--- src/rtl/box_track_ctrl.sv ---
// Frame-rate box tracker: qualifies per-frame detections and runs an IDLE/ACQUIRE/TRACK/LOST FSM.
// Optional macro BOX_SMOOTH_EN averages the tracked box with each new detection while in TRACK.
module box_track_ctrl #(
    parameter int IMG_WIDTH   = 640,
    parameter int IMG_HIGH    = 480,
    parameter int MIN_SIZE    = 4,
    parameter int ACQ_FRAMES  = 3,
    parameter int LOST_FRAMES = 8
) (
    input  logic       clk,
    input  logic       rst_n,
    input  logic       per_frame_vsync,
    input  logic [9:0] raw_up,
    input  logic [9:0] raw_down,
    input  logic [9:0] raw_left,
    input  logic [9:0] raw_right,
    output logic       box_valid,
    output logic [9:0] box_up,
    output logic [9:0] box_down,
    output logic [9:0] box_left,
    output logic [9:0] box_right,
    output logic [9:0] center_x,
    output logic [9:0] center_y,
    output logic [1:0] track_state,
    output logic       overlay_en
);

    typedef enum logic [1:0] {
        ST_IDLE  = 2'd0,
        ST_ACQ   = 2'd1,
        ST_TRACK = 2'd2,
        ST_LOST  = 2'd3
    } state_t;

    // A geometry wider than the 10-bit edge buses can never produce a trustworthy detection.
    localparam logic        CFG_OK  = (IMG_WIDTH <= 1024) && (IMG_HIGH <= 1024);
    localparam logic [10:0] MIN_SZ  = 11'(MIN_SIZE);
    localparam logic [31:0] ACQ_N   = 32'(ACQ_FRAMES);
    localparam logic [31:0] LOST_N  = 32'(LOST_FRAMES);

    function automatic logic [9:0] avg10(input logic [9:0] a, input logic [9:0] b);
        logic [10:0] sum;
        sum = {1'b0, a} + {1'b0, b};
        return sum[10:1];
    endfunction

    logic        vsync_r;
    state_t      state_r, state_nxt_s;
    logic [3:0]  cnt_r, cnt_nxt_s, cnt_sat_s;
    logic [4:0]  cnt_inc_s;
    logic        frame_end_s, det_s;
    logic [10:0] width_s, height_s;
    logic [9:0]  box_up_r, box_down_r, box_left_r, box_right_r;
    logic [9:0]  box_up_nxt_s, box_down_nxt_s, box_left_nxt_s, box_right_nxt_s;
    logic [9:0]  center_x_r, center_y_r;
    logic        box_valid_r, overlay_en_r;
    logic [10:0] cx_sum_s, cy_sum_s;

    assign frame_end_s = vsync_r & ~per_frame_vsync;
    assign cnt_inc_s   = {1'b0, cnt_r} + 5'd1;
    assign cnt_sat_s   = cnt_inc_s[4] ? 4'hF : cnt_inc_s[3:0];
    assign cx_sum_s    = {1'b0, box_left_r} + {1'b0, box_right_r};
    assign cy_sum_s    = {1'b0, box_up_r} + {1'b0, box_down_r};

    // Detection qualification; extents are only meaningful once ordering is confirmed.
    always_comb begin
        width_s  = {1'b0, raw_right} - {1'b0, raw_left} + 11'd1;
        height_s = {1'b0, raw_down} - {1'b0, raw_up} + 11'd1;
        det_s    = CFG_OK && (raw_down >= raw_up) && (raw_right >= raw_left) &&
                   (width_s >= MIN_SZ) && (height_s >= MIN_SZ);
    end

    // Next-state and frame counter; only consumed on frame_end.
    always_comb begin
        state_nxt_s = state_r;
        cnt_nxt_s   = cnt_sat_s;
        case (state_r)
            ST_IDLE: begin
                if (det_s) begin
                    if (ACQ_FRAMES <= 1) begin
                        state_nxt_s = ST_TRACK;
                        cnt_nxt_s   = 4'd0;
                    end else begin
                        state_nxt_s = ST_ACQ;
                        cnt_nxt_s   = 4'd1;
                    end
                end else begin
                    state_nxt_s = ST_IDLE;
                end
            end
            ST_ACQ: begin
                if (det_s && ({27'd0, cnt_inc_s} >= ACQ_N)) begin
                    state_nxt_s = ST_TRACK;
                    cnt_nxt_s   = 4'd0;
                end else if (det_s) begin
                    state_nxt_s = ST_ACQ;
                end else begin
                    state_nxt_s = ST_IDLE;
                    cnt_nxt_s   = 4'd0;
                end
            end
            ST_TRACK: begin
                if (det_s) begin
                    state_nxt_s = ST_TRACK;
                end else begin
                    state_nxt_s = ST_LOST;
                    cnt_nxt_s   = 4'd1;
                end
            end
            ST_LOST: begin
                if (det_s) begin
                    state_nxt_s = ST_TRACK;
                    cnt_nxt_s   = 4'd0;
                end else if ({27'd0, cnt_inc_s} >= LOST_N) begin
                    state_nxt_s = ST_IDLE;
                    cnt_nxt_s   = 4'd0;
                end else begin
                    state_nxt_s = ST_LOST;
                end
            end
            default: begin
                state_nxt_s = ST_IDLE;
                cnt_nxt_s   = 4'd0;
            end
        endcase
    end

    // Box edge update: load while tracking a detection, hold otherwise, clear when going idle.
    always_comb begin
        box_up_nxt_s    = box_up_r;
        box_down_nxt_s  = box_down_r;
        box_left_nxt_s  = box_left_r;
        box_right_nxt_s = box_right_r;
        if (state_nxt_s == ST_TRACK && det_s) begin
`ifdef BOX_SMOOTH_EN
            if (state_r == ST_TRACK) begin
                box_up_nxt_s    = avg10(box_up_r, raw_up);
                box_down_nxt_s  = avg10(box_down_r, raw_down);
                box_left_nxt_s  = avg10(box_left_r, raw_left);
                box_right_nxt_s = avg10(box_right_r, raw_right);
            end else begin
                box_up_nxt_s    = raw_up;
                box_down_nxt_s  = raw_down;
                box_left_nxt_s  = raw_left;
                box_right_nxt_s = raw_right;
            end
`else
            box_up_nxt_s    = raw_up;
            box_down_nxt_s  = raw_down;
            box_left_nxt_s  = raw_left;
            box_right_nxt_s = raw_right;
`endif
        end else if (state_nxt_s == ST_IDLE) begin
            box_up_nxt_s    = 10'd0;
            box_down_nxt_s  = 10'd0;
            box_left_nxt_s  = 10'd0;
            box_right_nxt_s = 10'd0;
        end else begin
            box_up_nxt_s    = box_up_r;
            box_down_nxt_s  = box_down_r;
            box_left_nxt_s  = box_left_r;
            box_right_nxt_s = box_right_r;
        end
    end

    // Frame-rate state, counter and box registers.
    always_ff @(posedge clk or negedge rst_n) begin
        if (!rst_n) begin
            vsync_r      <= 1'b0;
            state_r      <= ST_IDLE;
            cnt_r        <= 4'd0;
            box_up_r     <= 10'd0;
            box_down_r   <= 10'd0;
            box_left_r   <= 10'd0;
            box_right_r  <= 10'd0;
            box_valid_r  <= 1'b0;
            overlay_en_r <= 1'b0;
        end else begin
            vsync_r <= per_frame_vsync;
            if (frame_end_s) begin
                state_r      <= state_nxt_s;
                cnt_r        <= cnt_nxt_s;
                box_up_r     <= box_up_nxt_s;
                box_down_r   <= box_down_nxt_s;
                box_left_r   <= box_left_nxt_s;
                box_right_r  <= box_right_nxt_s;
                box_valid_r  <= (state_nxt_s == ST_TRACK) || (state_nxt_s == ST_LOST);
                overlay_en_r <= (state_nxt_s == ST_TRACK) || (state_nxt_s == ST_LOST);
            end
        end
    end

    // Centre trails the box registers by one cycle.
    always_ff @(posedge clk or negedge rst_n) begin
        if (!rst_n) begin
            center_x_r <= 10'd0;
            center_y_r <= 10'd0;
        end else begin
            center_x_r <= cx_sum_s[10:1];
            center_y_r <= cy_sum_s[10:1];
        end
    end

    assign track_state = state_r;
    assign box_valid   = box_valid_r;
    assign overlay_en  = overlay_en_r;
    assign box_up      = box_up_r;
    assign box_down    = box_down_r;
    assign box_left    = box_left_r;
    assign box_right   = box_right_r;
    assign center_x    = center_x_r;
    assign center_y    = center_y_r;

endmodule

--- config.mk ---
export PLATFORM = sky130hd
export DESIGN_NAME = box_track_ctrl
export DESIGN_NICKNAME = d
export VERILOG_FILES = /design/src/rtl/box_track_ctrl.sv
export SDC_FILE = /design/constraint.sdc
export NUM_CORES = 1
export LEC_CHECK = 0
export ABC_AREA = 1
export BUFFER_PORTS_ARGS = -buffer_cell sky130_fd_sc_hd__buf_2
export CORE_ASPECT_RATIO = 0.5
export CORE_MARGIN = 5
export CORE_UTILIZATION = 35
export DETAILED_ROUTE_END_ITERATION = 10
export HOLD_SLACK_MARGIN = 0.06
export PLACE_DENSITY = 0.67
export SYNTH_ARGS = -nofsm -noshare
export SYNTH_HDL_FRONTEND = slang
export SYNTH_SLANG_ARGS = --single-unit
--- constraint.sdc ---
create_clock -name clk -period 5.7 [get_ports clk]
set_input_delay 0.57 -clock clk [delete_from_list [all_inputs] [get_ports clk]]
set_output_delay 0.57 -clock clk [all_outputs]
set_load 0.1 [all_outputs]
* Word level (Yosys, flattened, before mapping)
Index checks and enable logic that the tools add are counted.
W data, S select, Z words.
** Storage, ports and cells
- Bits in registers :: 68
- Bits of input ports :: 43
- Output and inout port bits :: 64
- Logic and storage cells :: 59
** Operators by class
- Add/subtract/negate cells :: 7
- Order comparisons :: 6
- Equal/unequal tests :: 5
- Muxes and demuxes :: 19
- Bitwise logic cells :: 2
- Reduce and logical (&&, ||, !) cells :: 10
** Operator list (count)
- $mux W10 :: 5
- $mux W4 :: 7
- $add A10 B10 Y11 :: 2
- $add A11 B1 Y11 const B :: 2
- $ge A11 B3 Y1 const B :: 2
- $sub A10 B10 Y11 :: 2
- $ge A10 B10 Y1 :: 2
- $pmux W4 S4 :: 1
- $eq A2 B2 Y1 const B :: 4
- $pmux W2 S4 :: 1
- $mux W2 :: 3
- $add A4 B1 Y5 const B :: 1
- $ge A5 B2 Y1 const B :: 1
- $ge A5 B4 Y1 const B :: 1
- $logic_and A1 B1 Y1 :: 5
- $logic_not A2 Y1 :: 2
- $eq A2 B1 Y1 const B :: 1
- $mux W1 :: 2
- $reduce_and A2 Y1 :: 1
- $reduce_bool A2 Y1 :: 1
- $and A1 B1 Y1 :: 1
- $logic_or A1 B1 Y1 :: 1
- $not A1 Y1 :: 1

* Longest topological paths before layout
- Word-level depth :: 12
- Depth in mapped cells :: 23
- Depth with buffers taken out :: 22

* Least setup slack after synthesis
OpenSTA, ideal clock, no wires.
- Path type :: in2reg
- Start :: in raw_up[1]
- End :: reg box_down_r[5], in the netlist box_down[5]
- Arrival time :: 2878 ps
- Setup slack :: 2697 ps
- Stages on the path :: 21
- Path buffers :: 1
- Path through :: inv_1 -> ha_1 -> inv_1 -> ha_1 -> inv_1 -> fa_1 -> inv_1 -> nand3_1 -> nand2_1 -> nand2_1 -> nand2_1 -> nand2_1 -> nand2_1 -> nand2_1 -> nor2_1 -> nand3_2 -> nand3_2 -> nand2_2 -> clkbuf_2 -> o21ai_0 -> nand2_1
** On the way
- Cells in the longest elaborated chain, start to end :: 11
** Ends and longest elaborated chain
- from (decl) :: RTL line 13 : input logic [9:0] raw_up,
- $sub A10 B10 Y11 / $ge A10 B10 Y1 (equally long branches) :: RTL line 68, 69
- $add A11 B1 Y11 / $logic_and A1 B1 Y1 (equally long branches) :: RTL line 68, 69
- $ge A11 B3 Y1 / $logic_and A1 B1 Y1 (equally long branches) :: RTL line 70, 69
- $logic_and A1 B1 Y1 (*) :: RTL line 70 : (width_s >= MIN_SZ) && (height_s >= MIN_SZ);
- $mux W1 / $logic_and A1 B1 Y1 (equally long branches) :: RTL line 79, 92
- $mux W2 :: RTL line 92 : if (det_s && ({27'd0, cnt_inc_s} >= ACQ_N)) begin
- $pmux W2 S4 :: RTL line 77 : case (state_r)
- $eq A2 B2 Y1 :: RTL line 134 : if (state_nxt_s == ST_TRACK && det_s) begin
- $logic_and A1 B1 Y1 :: RTL line 134
- $reduce_bool A2 Y1 (no line)
- $reduce_and A2 Y1 (no line)
- to (signal assigned) :: RTL line 184 : box_down_r <= box_down_nxt_s;
- to (decl) :: RTL line 53 : logic [9:0] box_up_r, box_down_r, box_left_r, box_right_r;
Mark *: on every way between the ends. The rest lies on a longest branch, timed or not.
A chain may end at the register's enable or synchronous reset.

* Worst setup path after layout
- Start :: in raw_up[1]
- End :: reg box_up_r[2], in the netlist box_up[2]
** On the way
- Cells in the longest elaborated chain, start to end :: 11
** Ends and longest elaborated chain
- $sub A10 B10 Y11 / $ge A10 B10 Y1 (equally long branches) :: RTL line 68, 69
- $add A11 B1 Y11 / $logic_and A1 B1 Y1 (equally long branches) :: RTL line 68, 69
- $ge A11 B3 Y1 / $logic_and A1 B1 Y1 (equally long branches) :: RTL line 70, 69
- $logic_and A1 B1 Y1 (*) :: RTL line 70
- $mux W1 / $logic_and A1 B1 Y1 (equally long branches) :: RTL line 79, 92
- $mux W2 :: RTL line 92
- $pmux W2 S4 :: RTL line 77
- $eq A2 B2 Y1 :: RTL line 134
- $logic_and A1 B1 Y1 :: RTL line 134
- $reduce_bool A2 Y1 (no line)
- $reduce_and A2 Y1 (no line)
- to (signal assigned) :: RTL line 183 : box_up_r <= box_up_nxt_s;
- to (decl) :: RTL line 53
Marks and branches as above.

==> results_dict.tcl <==
set metrics [dict create \
    numClockSinks 68 \
    antenna_left 0 \
    cts_root_buf "clkbuf_16" \
    crit_buf_inv 5 \
    grt_pass1_vias 4751 \
    synth_top_cell_area_share 0.316 \
    synth_area_leaders "dfrtp_1 (32%), nand2_1 (15%), ha_1 (14%), inv_1 (8.2%), nor2_1 (6.1%)" \
    antenna_found_initial 0 \
    worst_ep_arrival_time_ns 4.39 \
    syn_inst 748 \
    coreArea_um2 15300 \
    required_ns 5.96 \
    path_max_fanout 41 \
    setup-violations-final 0 \
    drc 0 \
    worst-setup-path-type "input port to flop" \
    cellLeakagePower_uw 0.00392 \
    routed_wl_um 14000 \
    critical-path-top-delay-family "simple AND/OR/NAND/NOR gates" \
    grt_setup_unrepaired "false" \
    powerDensity_nw_per_um2 390 \
    syn-num-nets 865 \
    status "finished, final reports clean" \
    track_usage 0.157 \
    cts_tree "yes" \
    avgSynthCellArea_um2 7.21 \
    dp_hpwl_um 11200 \
    post_cts_resized 0 \
    vias_per_cell 4.56 \
    critPathSlowestCell "nor2_4" \
    yosys_warnings 0 \
    fin_setup_tns_ns 0 \
    drv_slew 0 \
    cts_made_buffers 9 \
    final.period_utilization 0.724 \
    start_util 0.353 \
    die_area_um2 18100 \
    grt_overflow 0 \
    worstSkewPairLatency_ns 0.33 \
    synth_top_area_cell "dfrtp_1" \
    row_count 32 \
    place_congestion 0.896 \
    grt_first_pass_wirelength_um 23300 \
    layout-drive-gt1-share 0.165 \
    reg2reg_to "box_up[2]$_DFFE_PN0P_" \
    ys_seq_area_frac 0.316 \
    reg2reg_depth 11 \
    die_h_um 97.8 \
    h-tree-depth 3 \
    crit_path_end_kind "flop" \
    via_count 4833 \
    ir_drop_mv 0.137 \
    drtIter0Drc 246 \
    syn_area_um2 5390 \
    fin_skew_ns 0.00883 \
    final-hold-violation-count 0 \
    post_cts_buffers 0 \
    max_freq_ghz 0.242 \
    io_buffers 106 \
    io_pins 107 \
    rr_startpoint "cnt_r[0]$_DFFE_PN0P_" \
    die_w_um 186 \
    final.min_clock_period_ns 4.13 \
    layout.nets 967 \
    firstDrtPassIters 6 \
    reg2reg_slack_ns 2.69 \
    clockBufferDepth 2 \
    ys_ff_latch 68 \
    final_common_cell "nand2_1" \
    post_drt_wl_per_cell_um 13.2 \
    crit_chain "buf_2 -> inv_1 -> ha_1 -> inv_1 -> ha_1 -> inv_1 -> fa_1 -> inv_1 -> nand2_1 -> a21boi_0 -> nand3_1 -> nor2_1 -> nand2_1 -> nor2_1 -> nand3_2 -> nand4_1 -> nand2_2 -> nor2_4 -> nand2_1 -> nand2_1" \
    layout_common_cells "nand2_1 (216), inv_1 (118), buf_2 (106)" \
    finalNonFillerCells 1059 \
    relSlewSlack 0.396 \
    cp_num_cells 20 \
    tightest_slew_ns 0.904 \
    max_stage_delay_ns 0.88 \
    antenna_cells 0 \
    startpoint_type "input port" \
    holdPathStages 1 \
    drv_cap 0 \
    clk_pin_slew_ns 0.05 \
    hold_end "vsync_r$_DFF_PN0_" \
    dp_cells 1043 \
    syn2layout_area_growth_pct 19.7 \
    postCtsHoldBufs 0 \
    grt_max_degree 69 \
    ys_types 37 \
    hold_start "per_frame_vsync" \
    hold_class "input port to flop" \
]
## how the worst max path moves through the flow
stage                    from                       to  slack, ns
floorplan           raw_up[1]  box_down[5]$_DFFE_PN0P_       2.70
global placement    raw_up[1]  box_down[9]$_DFFE_PN0P_       1.32
detailed placement  raw_up[1]  box_left[3]$_DFFE_PN0P_       1.24
CTS                 raw_up[1]    box_up[0]$_DFFE_PN0P_       1.55
global route        raw_up[1]    box_up[0]$_DFFE_PN0P_       1.09
finish              raw_up[1]    box_up[2]$_DFFE_PN0P_       1.57
## synth_stat cells
| library cell | count |
|---|---|
| a21boi_0 | 1 |
| a21boi_4 | 1 |
| a21o_1 | 1 |
| a21oi_1 | 22 |
| a21oi_2 | 1 |
| a21oi_4 | 1 |
| and2_1 | 1 |
| buf_1 | 1 |
| buf_2 | 4 |
| buf_4 | 5 |
| clkbuf_1 | 4 |
| clkbuf_2 | 3 |
| clkinv_1 | 1 |
| dfrtp_1 | 68 |
| fa_1 | 12 |
| ha_1 | 62 |
| inv_1 | 118 |
| inv_2 | 5 |
| nand2_1 | 216 |
| nand2_2 | 3 |
| nand3_1 | 29 |
| nand3_2 | 2 |
| nand3b_1 | 1 |
| nand4_1 | 8 |
| nor2_1 | 87 |
| nor2_2 | 3 |
| nor2_4 | 1 |
| nor3_1 | 4 |
| nor4_1 | 2 |
| o2111ai_1 | 1 |
| o211ai_1 | 4 |
| o21ai_0 | 34 |
| o21ai_1 | 19 |
| o21bai_1 | 4 |
| o31ai_1 | 1 |
| xnor2_1 | 5 |
| xor2_1 | 13 |
## where the power goes
part | total, uW | internal (uW) | switching (uW)
logic | 1230 | 234 | 997
registers | 637 | 570 | 67.8
clock network | 649 | 439 | 210
total | 2520 | 1240 | 1270
## per-layer routing
layer / track usage / up-vias / share of wire
met3: 0.0283 / 7 / 0.054
met1: 0.210 / 2211 / 0.47
li1: - / 2534 / -
met5: 0 / - / 0
met4: 0.0287 / 0 / 0.0082
met2: 0.269 / 81 / 0.47
## logic make-up (layout without fill, tap and decap cells)
family,after synthesis,in the layout,share of synthesized area
AOI/OAI and AO/OA,90,90,0.0947
xor gates and xnor gates,18,18,0.0292
adders and majority gates,74,74,0.188
buffers and inverters,141,248,0.103
DFF,68,68,0.316
and+or+nand+nor,357,357,0.269
## registers in the layout, indices dropped and copies added, names as in the netlist
signal	cells
vsync_r	1
box_right	10
box_left	10
overlay_en	1
box_up	10
track_state	2
box_down	10
center_x	10
center_y	10
cnt_r	4
## through the flow
step | hold WS (ns) | total power [uW] | utilization | worst slack, ns | instance area (um^2)
finish | 0.366 | 2520 | 0.423 | 1.57 | 6450
detailed placement | 0.501 | 1880 | 0.400 | 1.24 | 6100
global route | 0.361 | 2670 | 0.423 | 1.09 | 6450
floorplan | 0.274 | 1640 | - | 2.70 | 5390
global placement | 0.505 | 1870 | 0.400 | 1.32 | 6100
CTS | 0.350 | 2540 | 0.423 | 1.55 | 6450
## layout make-up
type                    count  area, um^2
inverters                 124         465
well taps                 204         255
repair buffers            108         546
clock inverters             6         111
clock buffers              10         239
flip-flops and latches     68        1700
fillers                  1561        8800
multi-input cells         539        3130
(Power assumes the default switching activity.)
